File: src/rtl/cfu_pkg.sv
// Shared widths, FSM state encoding and request payload for the CFU initiator.
package cfu_pkg;

  localparam int unsigned FUNC_ID_W = 10;
  localparam int unsigned DATA_W    = 32;

  typedef enum logic [1:0] {
    ST_IDLE    = 2'd0,
    ST_ISSUE   = 2'd1,
    ST_WAIT    = 2'd2,
    ST_DELIVER = 2'd3
  } state_e;

  typedef struct packed {
    logic [FUNC_ID_W-1:0] function_id;
    logic [DATA_W-1:0]    in0;
    logic [DATA_W-1:0]    in1;
  } cfu_req_t;

endpackage

File: src/rtl/cfu_req_fifo.sv
// Request queue: power-of-two depth, extra pointer bit separates full from empty.
module cfu_req_fifo
  import cfu_pkg::*;
#(
  parameter int unsigned DEPTH = 4
) (
  input  logic     clk,
  input  logic     reset,
  input  logic     push,
  input  cfu_req_t wdata,
  input  logic     pop,
  output cfu_req_t rdata,
  output logic     ready,
  output logic     empty,
  output logic     empty_next_c
);

  localparam int unsigned AW = $clog2(DEPTH);

  cfu_req_t      mem [DEPTH];
  logic [AW:0]   wr_ptr, rd_ptr;
  logic [AW:0]   wr_ptr_d, rd_ptr_d;
  logic          do_push, do_pop;

  // A push while full is legal only when the head leaves in the same cycle.
  assign do_pop   = pop && !empty;
  assign do_push  = push && (ready || do_pop);
  assign wr_ptr_d = wr_ptr + (AW+1)'(do_push);
  assign rd_ptr_d = rd_ptr + (AW+1)'(do_pop);

  assign empty_next_c = (wr_ptr_d == rd_ptr_d);
  assign rdata        = mem[rd_ptr[AW-1:0]];

  always_ff @(posedge clk or posedge reset) begin
    if (reset) begin
      wr_ptr <= '0;
      rd_ptr <= '0;
      ready  <= 1'b1;
      empty  <= 1'b1;
    end else begin
      wr_ptr <= wr_ptr_d;
      rd_ptr <= rd_ptr_d;
      empty  <= empty_next_c;
      ready  <= !((wr_ptr_d[AW] != rd_ptr_d[AW]) &&
                  (wr_ptr_d[AW-1:0] == rd_ptr_d[AW-1:0]));
    end
  end

  always_ff @(posedge clk) begin
    if (do_push) mem[wr_ptr[AW-1:0]] <= wdata;
  end

endmodule

File: src/rtl/cfu_initiator.sv
// Queues CFU requests and drives them one at a time over a valid/ready CFU
// command/response bus, with a response timeout and stray-response counting.
module cfu_initiator
  import cfu_pkg::*;
#(
  parameter int unsigned FIFO_DEPTH = 4,
  parameter int unsigned TIMEOUT    = 255
) (
  input  logic                 clk,
  input  logic                 reset,
  input  logic                 req_valid,
  output logic                 req_ready,
  input  logic [FUNC_ID_W-1:0] req_function_id,
  input  logic [DATA_W-1:0]    req_in0,
  input  logic [DATA_W-1:0]    req_in1,
  output logic                 res_valid,
  input  logic                 res_ready,
  output logic [DATA_W-1:0]    res_data,
  output logic [FUNC_ID_W-1:0] res_function_id,
  output logic                 res_error,
  output logic                 cmd_valid,
  input  logic                 cmd_ready,
  output logic [FUNC_ID_W-1:0] cmd_payload_function_id,
  output logic [DATA_W-1:0]    cmd_payload_inputs_0,
  output logic [DATA_W-1:0]    cmd_payload_inputs_1,
  input  logic                 rsp_valid,
  output logic                 rsp_ready,
  input  logic [DATA_W-1:0]    rsp_payload_outputs_0,
  output logic [7:0]           stray_count,
  output logic                 busy
);

  localparam int unsigned TIMER_W = $clog2(TIMEOUT + 1);

  state_e              state, state_d;
  logic [TIMER_W-1:0]  timer;
  cfu_req_t            fifo_wdata, fifo_rdata;
  logic                fifo_push, fifo_pop;
  logic                fifo_ready, fifo_empty, fifo_empty_next_c;
  logic                load, timer_clr, timer_inc;
  logic                cap_rsp, cap_timeout, stray_inc;

  assign req_ready  = fifo_ready;
  assign fifo_push  = req_valid && fifo_ready;
  assign fifo_wdata = '{function_id: req_function_id, in0: req_in0, in1: req_in1};

  cfu_req_fifo #(
    .DEPTH (FIFO_DEPTH)
  ) u_fifo (
    .clk          (clk),
    .reset        (reset),
    .push         (fifo_push),
    .wdata        (fifo_wdata),
    .pop          (fifo_pop),
    .rdata        (fifo_rdata),
    .ready        (fifo_ready),
    .empty        (fifo_empty),
    .empty_next_c (fifo_empty_next_c)
  );

  // Next-state and control strobes.
  always_comb begin
    state_d     = state;
    fifo_pop    = 1'b0;
    load        = 1'b0;
    timer_clr   = 1'b0;
    timer_inc   = 1'b0;
    cap_rsp     = 1'b0;
    cap_timeout = 1'b0;
    stray_inc   = 1'b0;
    case (state)
      ST_IDLE: begin
        stray_inc = rsp_valid;
        if (!fifo_empty) begin
          load    = 1'b1;
          state_d = ST_ISSUE;
        end
      end
      ST_ISSUE: begin
        stray_inc = rsp_valid;
        if (cmd_ready) begin
          fifo_pop  = 1'b1;
          timer_clr = 1'b1;
          state_d   = ST_WAIT;
        end
      end
      ST_WAIT: begin
        // A response arriving on the timeout cycle still counts as success.
        if (rsp_valid) begin
          cap_rsp = 1'b1;
          state_d = ST_DELIVER;
        end else if (timer == TIMER_W'(TIMEOUT)) begin
          cap_timeout = 1'b1;
          state_d     = ST_DELIVER;
        end else begin
          timer_inc = 1'b1;
        end
      end
      ST_DELIVER: begin
        if (res_ready) state_d = ST_IDLE;
      end
      default: state_d = ST_IDLE;
    endcase
  end

  always_ff @(posedge clk or posedge reset) begin
    if (reset) begin
      state                   <= ST_IDLE;
      timer                   <= '0;
      stray_count             <= '0;
      cmd_valid               <= 1'b0;
      res_valid               <= 1'b0;
      rsp_ready               <= 1'b1;
      busy                    <= 1'b0;
      cmd_payload_function_id <= '0;
      cmd_payload_inputs_0    <= '0;
      cmd_payload_inputs_1    <= '0;
      res_data                <= '0;
      res_function_id         <= '0;
      res_error               <= 1'b0;
    end else begin
      state     <= state_d;
      cmd_valid <= (state_d == ST_ISSUE);
      res_valid <= (state_d == ST_DELIVER);
      rsp_ready <= (state_d != ST_DELIVER);
      busy      <= (state_d != ST_IDLE) || !fifo_empty_next_c;

      if (timer_clr)      timer <= '0;
      else if (timer_inc) timer <= timer + TIMER_W'(1);

      if (stray_inc && (stray_count != 8'hFF)) stray_count <= stray_count + 8'd1;

      if (load) begin
        cmd_payload_function_id <= fifo_rdata.function_id;
        cmd_payload_inputs_0    <= fifo_rdata.in0;
        cmd_payload_inputs_1    <= fifo_rdata.in1;
      end

      if (cap_rsp || cap_timeout) begin
        res_data        <= cap_rsp ? rsp_payload_outputs_0 : '0;
        res_error       <= cap_timeout;
        res_function_id <= cmd_payload_function_id;
      end
    end
  end

endmodule

File: config.mk
export PLATFORM = sky130hd
export DESIGN_NAME = cfu_initiator
export DESIGN_NICKNAME = d
export VERILOG_FILES = /design/src/rtl/cfu_pkg.sv /design/src/rtl/cfu_req_fifo.sv /design/src/rtl/cfu_initiator.sv
export SDC_FILE = /design/constraint.sdc
export NUM_CORES = 1
export LEC_CHECK = 0
export BUFFER_PORTS_ARGS = -buffer_cell sky130_fd_sc_hd__buf_2
export CAP_MARGIN = 20
export CORE_MARGIN = 2
export CORE_UTILIZATION = 55
export CTS_BUF_LIST = sky130_fd_sc_hd__clkbuf_4 sky130_fd_sc_hd__clkbuf_8
export DETAILED_ROUTE_END_ITERATION = 16
export PLACE_DENSITY = 0.78
export SYNTH_ARGS = -nofsm -noshare
export SYNTH_HDL_FRONTEND = slang
export SYNTH_SLANG_ARGS = --single-unit
File: constraint.sdc
create_clock -name clk -period 7.7 [get_ports clk]
set_input_delay 0.385 -clock clk [delete_from_list [all_inputs] [get_ports clk]]
set_output_delay 0.385 -clock clk [all_outputs]
set_load 0.05 [all_outputs]
==> results of run 1 <==
## Yosys cell counts (all sizes together)
master	count	share of area, %
mux2	85	5.9
nor2	15	0.34
nor2b	1	0.038
o21bai	1	0.069
nor3b	3	0.21
nand4	3	0.15
dfstp	3	0.48
ha	6	0.46
o311ai	1	0.16
mux2i	1	0.061
xnor2	1	0.054
nand2	13	0.31
a21oi	3	0.092
o211ai	2	0.12
or2	1	0.038
xor2	15	0.80
and2	2	0.077
mux4	74	10
nand3	6	0.18
a21boi	1	0.046
inv	6	0.14
edfxtp	296	54
dfrtp	144	22
o21ai	4	0.12
o31ai	1	0.046
clkbuf	3	0.069
or4	1	0.046
and3	4	0.15
buf	31	1.2
nor4	1	0.038
or3	1	0.038
a22o	32	1.7
nor3	5	0.15
## sequential cells by signal, summed over array words and instances (netlist names), 8 cells and up
name,count
stray_count,8
cmd_payload_inputs_1,32
res_data,32
cmd_payload_function_id,10
u_fifo.mem,296
timer,8
res_function_id,10
cmd_payload_inputs_0,32
## area by class of cell
cell class / count / area (um^2)
clock buffers: 104 / 1269
fillers: 1899 / 9407
flip-flops and latches: 443 / 12580
well taps: 390 / 488.0
clock inverters: 27 / 192.7
multi-input cells: 283 / 3553
diodes: 5 / 12.51
repair buffers: 309 / 1874
inverters: 6 / 27.53
## power by group
part	switching, mW	internal [mW]	leakage, nW
Clock	0.880	1.14	0.780
Sequential	0.381	3.26	4.49
Combinational	2.07	1.13	2.52
Total	3.34	5.52	7.78
## metal layers
layer | part of all wire [%] | GRT usage, % | vias to the layer above
met1 | 41 | 26.86 | 4365
met2 | 51 | 35.75 | 315
met5 | 0 | 0 | -
li1 | - | - | 3777
met4 | 2.0 | 7.059 | 0
met3 | 6.9 | 5.189 | 54
## cell families after synthesis
| group | after synthesis | synth area share (%) |
|---|---|---|
| xor+xnor | 16 | 0.8581 |
| fa+ha+maj | 6 | 0.4597 |
| buf+inv | 40 | 1.417 |
| flops | 443 | 76.98 |
| mux | 160 | 16.13 |
| compound gates | 45 | 2.375 |
| simple gates | 56 | 1.785 |
## metrics by stage
stage | hold slack, ps | cell area (um^2) | power, mW | instances | util (%)
floorplan | 445.4 | 16330 | 6.137 | 766 | -
global placement | 461.0 | 17940 | 6.813 | 1375 | 61.03
detailed placement | 464.5 | 17940 | 6.894 | 1375 | 61.03
CTS | 0.1706 | 19960 | 8.951 | 1561 | 67.87
global route | 5.606 | 19990 | 9.277 | 1564 | 67.98
finish | 39.54 | 20000 | 8.858 | 1567 | 68.01
## final timing paths
check,start,end,slack (ps),depth (start not counted)
worst min register to register,u_fifo.wr_ptr[2]$_DFF_PP0_,u_fifo.wr_ptr[2]$_DFF_PP0_,480,1
worst max register to register,u_fifo.rd_ptr[0]$_DFF_PP0_,cmd_payload_inputs_0[13]$_DFFE_PP0P_,4940,3
max in group asynchronous,reset,u_fifo.rd_ptr[1]$_DFF_PP0_,5680,4
worst min-delay path,req_in0[3],u_fifo.mem[2][35]$_DFFE_PP_,40,1
worst max-delay path,u_fifo.rd_ptr[0]$_DFF_PP0_,cmd_payload_inputs_0[13]$_DFFE_PP0P_,4940,3
min in group asynchronous,reset,cmd_payload_function_id[5]$_DFFE_PP0P_,530,3
## timing repair
item                                   4_1_cts  5_1_grt
resized for setup                            0        0
buffers inserted                             0        0
hold buffers                                55        0
endpoints found under the hold margin      229        0
## worst max-delay path, delay by kind of cell (launching register included)
family / cells / cell delay, ps
flops: 1 / 1010
buf+inv: 1 / 720
mux: 2 / 880
==> results.md, run 1 <==
- Detail Route Antenna Nets: 0
- Synth unique cells: 43
- #FFs+latches synth: 443
- Fin. Hold Viols: 0
- IO Count: around 240
- Root Buffer: clkbuf_8
- CTS clk-pin slew, worst paths: about 60 ps
- CTS Buf Count: 72
- Pre-CTS setup slack: 4856 ps
- Clock Skews: roughly 32 ps
- Die height: 176.3 um
- Row count: 63
- CP startpoint kind: flop
- Post-Synthesis Cell Area: 16330 um^2
- DR iter-0 viols: around 330
- DR vias: between 8000 and 9000
- Setup Crit Path Kind: flop to flop
- DIE AREA: 31090 um^2
- TritonCTS clock tree: done
- Worst-margin pin slew: 911.5 ps
- Fin. max-slew vios: 0
- Unrepaired setup endpoints after global routing: false
- Status: finished clean
- IO buf count: 241
- H-tree depth: 3
- Worst-Skew Late Latency: about 570 ps
- Initial core utilization: 55.54%
- Req. time, crit path: ~8100 ps
- Syn_nets: 884
- DR vias/cell: around 5.4
- Final setup viols: 0
- F_max: 0.3623 GHz
- Synthesized area per cell: ~21 um^2
- Part of the cycle the worst path needs: 35.84%
- Routed len/inst: between 20 and 25 um
- Placer Congestion: 0.7553
- Min-delay worst type: primary input to flop
- Vias in the first global route: about 9100
- CP cell instances: buf_4, mux4_2, mux2_2
- Slowest-stage cell, CP: dfrtp_4
- Drt pass-1 iters: 4
- Largest net degree at the start of global routing: 85
- Initial antenna violation count: 4
- Critical Path Fanout Max: 41
- PD cells: 443.0 nW/um^2
- Area growth, synth to finish: 22.44%
- Drt drc: 0
- Longest Clk Path Bufs: 3
- Most frequent cells in the layout: edfxtp_1, buf_2, dfrtp_1, clkbuf_8, mux2_2
- Core Area: 29400 um^2
- Clk sinks: 443
- Setup ws final: 4940 ps
- Gr usage total: 21.04%
- Crit. End Element: flop
- Global-route wire length before repair: 49380 um
- Post-route setup TNS: 0 ps
- Sequential-to-total area share from yosys stat: roughly 77%
- Yosys Warn Count: 0
- Max transition margin: 39.24%
- # nets final: 1233
- Commonest non-fill, non-tap cell in the layout: edfxtp_1
- Final HPWL from detailed placement: between 15000 and 20000 um
- Syn Inst Count: 766
- Leakage: slightly below 8 nW
- Layout cell share with drive strength beyond 1: 46.33%
- Grt ovf: 0
- Die width: 176.3 um
- Max cap viols: 0
- Maximum VDD drop: slightly above 0.3 mV
- WL final: roughly 32000 um
- Crit path largest cell delay: 1010 ps
- CP arrival: 3200 ps
- Tmin final: 2760 ps
No activity file was read; power rests on OpenSTA's default activity.
==> run 2, diff against run 1 <==
--- a/config.mk
+++ b/config.mk
@@ -8,10 +8,10 @@
 export BUFFER_PORTS_ARGS = -buffer_cell sky130_fd_sc_hd__buf_2
 export CAP_MARGIN = 20
 export CORE_MARGIN = 2
-export CORE_UTILIZATION = 55
+export CORE_UTILIZATION = 53
 export CTS_BUF_LIST = sky130_fd_sc_hd__clkbuf_4 sky130_fd_sc_hd__clkbuf_8
 export DETAILED_ROUTE_END_ITERATION = 16
-export PLACE_DENSITY = 0.78
+export PLACE_DENSITY = 0.79
 export SYNTH_ARGS = -nofsm -noshare
 export SYNTH_HDL_FRONTEND = slang
 export SYNTH_SLANG_ARGS = --single-unit
==> constraint.sdc (replaced) <==
create_clock -name clk -period 2.5 [get_ports clk]
set_input_delay 0.125 -clock clk [delete_from_list [all_inputs] [get_ports clk]]
set_output_delay 0.125 -clock clk [all_outputs]
set_load 0.05 [all_outputs]
==> run 2 against run 1 <==
  * Via count rose by 3.0%
  * Final area rose by 3.9%
  * Flip-flop and latch count did not move
  * Die area rose by 3.7%
  * Sequential power rose to 3.0 times the previous value
  * Cell count rose by 4.1%
  * Utilization rose by 0.26 points
  * Largest cell class unchanged
==> results.md, run 2 (same netlist as run 1, synthesis figures left out) <==
- Req. time, crit path: 2930 ps (was 8140 ps)
- Final setup viols: 0 (unchanged)
- Detail Route Antenna Nets: 0 (unchanged)
- IO buf count: 241 (unchanged)
- Critical Path Fanout Max: 9 (was 41)
- Setup Crit Path Kind: flop to flop (unchanged)
- DR vias: 8770 (was 8511)
- Unrepaired setup endpoints after global routing: false (unchanged)
- Routed len/inst: 20.99 um (was 20.42 um)
- TritonCTS clock tree: done (unchanged)
- Post-Route M1 WL: 13610 um (was 12980 um)
- Area growth, synth to finish: 27.21% (was 22.44%)
- CP delay by family, top: simple AND/OR/NAND/NOR gates (was flip-flops)
- Initial core utilization: 53.67% (was 55.54%)
- Finished Cell Area: 20770 um^2 (was 20000 um^2)
- Worst-Skew Late Latency: 580 ps (was 570 ps)
- Crit path largest cell delay: 520 ps (was 1010 ps)
- Gr usage total: 21.80% (was 21.04%)
- CP startpoint kind: flop (unchanged)
- Maximum VDD drop: 0.8006 mV (was 0.3066 mV)
- Layout cell share with drive strength beyond 1: 44.98% (was 46.33%)
- DR iter-0 viols: 469 (was 334)
- Pre-CTS setup slack: 424.0 ps (was 4856 ps)
- Final Util: 68.27% (was 68.01%)
- Fin cells: 1632 (was 1567)
- Drt drc: 0 (unchanged)
- Met3 wire len: 2221 um (was 2204 um)
- DR vias/cell: 5.374 (was 5.431)
- Leakage: 8.105 nW (was 7.784 nW)
- WL final: 34260 um (was 31990 um)
- Worst R2R Path Depth: 8 (was 3)
- Placer Congestion: 0.7982 (was 0.7553)
- Status: finished clean (unchanged)
- Max cap viols: 0 (unchanged)
- FF-to-FF End: busy$_DFF_PP0_ (was cmd_payload_inputs_0[13]$_DFFE_PP0P_)
- Fin. max-slew vios: 0 (unchanged)
- Crit. End Element: flop (unchanged)
- Grt ovf: 0 (unchanged)
- Largest net degree at the start of global routing: 75 (was 85)
- CTS clk-pin slew, worst paths: 60 ps (about the same)
- # nets final: 1292 (was 1233)
- PD cells: 1341 nW/um^2 (was 443.0 nW/um^2)
- Die height: 179.5 um (was 176.3 um)
- FF-to-FF Start: state[0]$_DFF_PP0_ (was u_fifo.rd_ptr[0]$_DFF_PP0_)
- Min-delay worst type: primary input to async pin (was primary input to flop)
- Row count: 64 (was 63)
- Reg area: 12580 um^2 (unchanged)
- F_max: 0.4795 GHz (was 0.3623 GHz)
- H-tree depth: 3 (unchanged)
- Post-route setup TNS: 0 ps (unchanged)
- Met2 routed WL: 17470 um (was 16190 um)
- Post-Place Cell Area: 18180 um^2 (was 17940 um^2)
- CTS Buf Count: 72 (unchanged)
- Top Layer Used: met4 (unchanged)
- Dpl cells: 1386 (was 1375)
- CP arrival: 2520 ps (was 3200 ps)
- Core Area: 30430 um^2 (was 29400 um^2)
- Hold-fix buffers, CTS: 110 (was 55)
- CP bufs+invs: 0 (was 1)
- Clock Skews: 39.72 ps (was 32.30 ps)
- Longest Clk Path Bufs: 3 (unchanged)
- IO Count: 242 (unchanged)
- Drt pass-1 iters: 7 (was 4)
- Hold Slack: 44.63 ps (was 39.54 ps)
- Max transition margin: 63.83% (was 39.24%)
- Worst-margin pin slew: 542.6 ps (was 911.5 ps)
- Post-CTS sizing: 0 (unchanged)
- Initial antenna violation count: 2 (was 4)
- Die width: 179.5 um (was 176.3 um)
- FILL cells: 1926 (was 1899)
- Reg2Reg Setup Slack: 410 ps (was 4940 ps)
- Global-route wire length before repair: 54520 um (was 49380 um)
- Vias in the first global route: 9607 (was 9110)
- Clk sinks: 443 (unchanged)
- Final HPWL from detailed placement: 18610 um (was 18210 um)
- Tmin final: 2086 ps (was 2760 ps)
- Most frequent cells in the layout: edfxtp_1, buf_2, dfrtp_1, dlygate4sd3_1, clkbuf_8 (was edfxtp_1, buf_2, dfrtp_1, clkbuf_8, mux2_2)
- Multi-input logic area: 3580 um^2 (was 3553 um^2)
- Fin. Hold Viols: 0 (unchanged)
- Pwr Total: 27.85 mW (was 8.858 mW)
- Max reg flops: 296 (unchanged)
- Post-CTS setup buffer count: 0 (unchanged)
- Setup ws final: 414.3 ps (was 4940 ps)
- Commonest non-fill, non-tap cell in the layout: edfxtp_1 (unchanged)
- DIE AREA: 32230 um^2 (was 31090 um^2)
- Root Buffer: clkbuf_8 (unchanged)
- Part of the cycle the worst path needs: 83.43% (was 35.84%)
- Slowest-stage cell, CP: dfrtp_1 (was dfrtp_4)
- CP cell instances: nand3_1, nor2_1, ha_1, ha_1, xor2_1, xor2_1, nor3_1, nand4_1 (was buf_4, mux4_2, mux2_2)
run 2: cell types whose count changed in the layout (fill, tap and decap cells not counted), moves of 2 or more:
cell,change
dlygate4sd3_1,+55
buf_12,+13
buf_4,-8
clkbuf_4,+8
clkinv_1,-4
diode_2,-3
clkbuf_8,+2
clkinv_2,-2
nor3b_2,-2
nor3b_4,+2
run 2: cell type report:
class	count	area share, %
diodes	2	0.02409
clock buffers	114	6.529
inverters	6	0.1265
well taps	396	2.385
repair buffers	368	12.50
flip-flops and latches	443	60.55
multi-input cells	283	17.23
clock inverters	20	0.6505
run 2: worst max-delay path by stage:
stage / start / to / slack, ps / cells after the start
after global placement: state[0]$_DFF_PP0_ / busy$_DFF_PP0_ / 560 / 8
after global routing: state[0]$_DFF_PP0_ / busy$_DFF_PP0_ / 210 / 8
after floorplan: u_fifo.ready$_DFF_PP1_ / u_fifo.mem[1][0]$_DFFE_PP_ / -670 / 2
final: state[0]$_DFF_PP0_ / busy$_DFF_PP0_ / 410 / 8
after detailed placement: state[0]$_DFF_PP0_ / busy$_DFF_PP0_ / 420 / 8
after CTS: state[0]$_DFF_PP0_ / busy$_DFF_PP0_ / 430 / 8
run 2: power by group:
group,switching (mW),internal (mW)
Sequential,0.988,10.0
Clock,2.77,3.57
Combinational,6.75,3.73
run 2: worst reg2reg max path, delay by kind of cell, from the launching register on:
kind / cells / cell delay (ps)
XOR/XNOR: 2 / 350
adder cells (fa/ha/maj): 2 / 310
flip-flops: 1 / 520
AND/OR/NAND/NOR: 4 / 760
run 2: routing by layer:
| metal | track usage [%] | vias up |
|---|---|---|
| li1 | - | 3903 |
| met4 | 7.707 | 0 |
| met2 | 36.90 | 346 |
| met1 | 27.60 | 4446 |
| met5 | 0 | - |
| met3 | 5.551 | 75 |
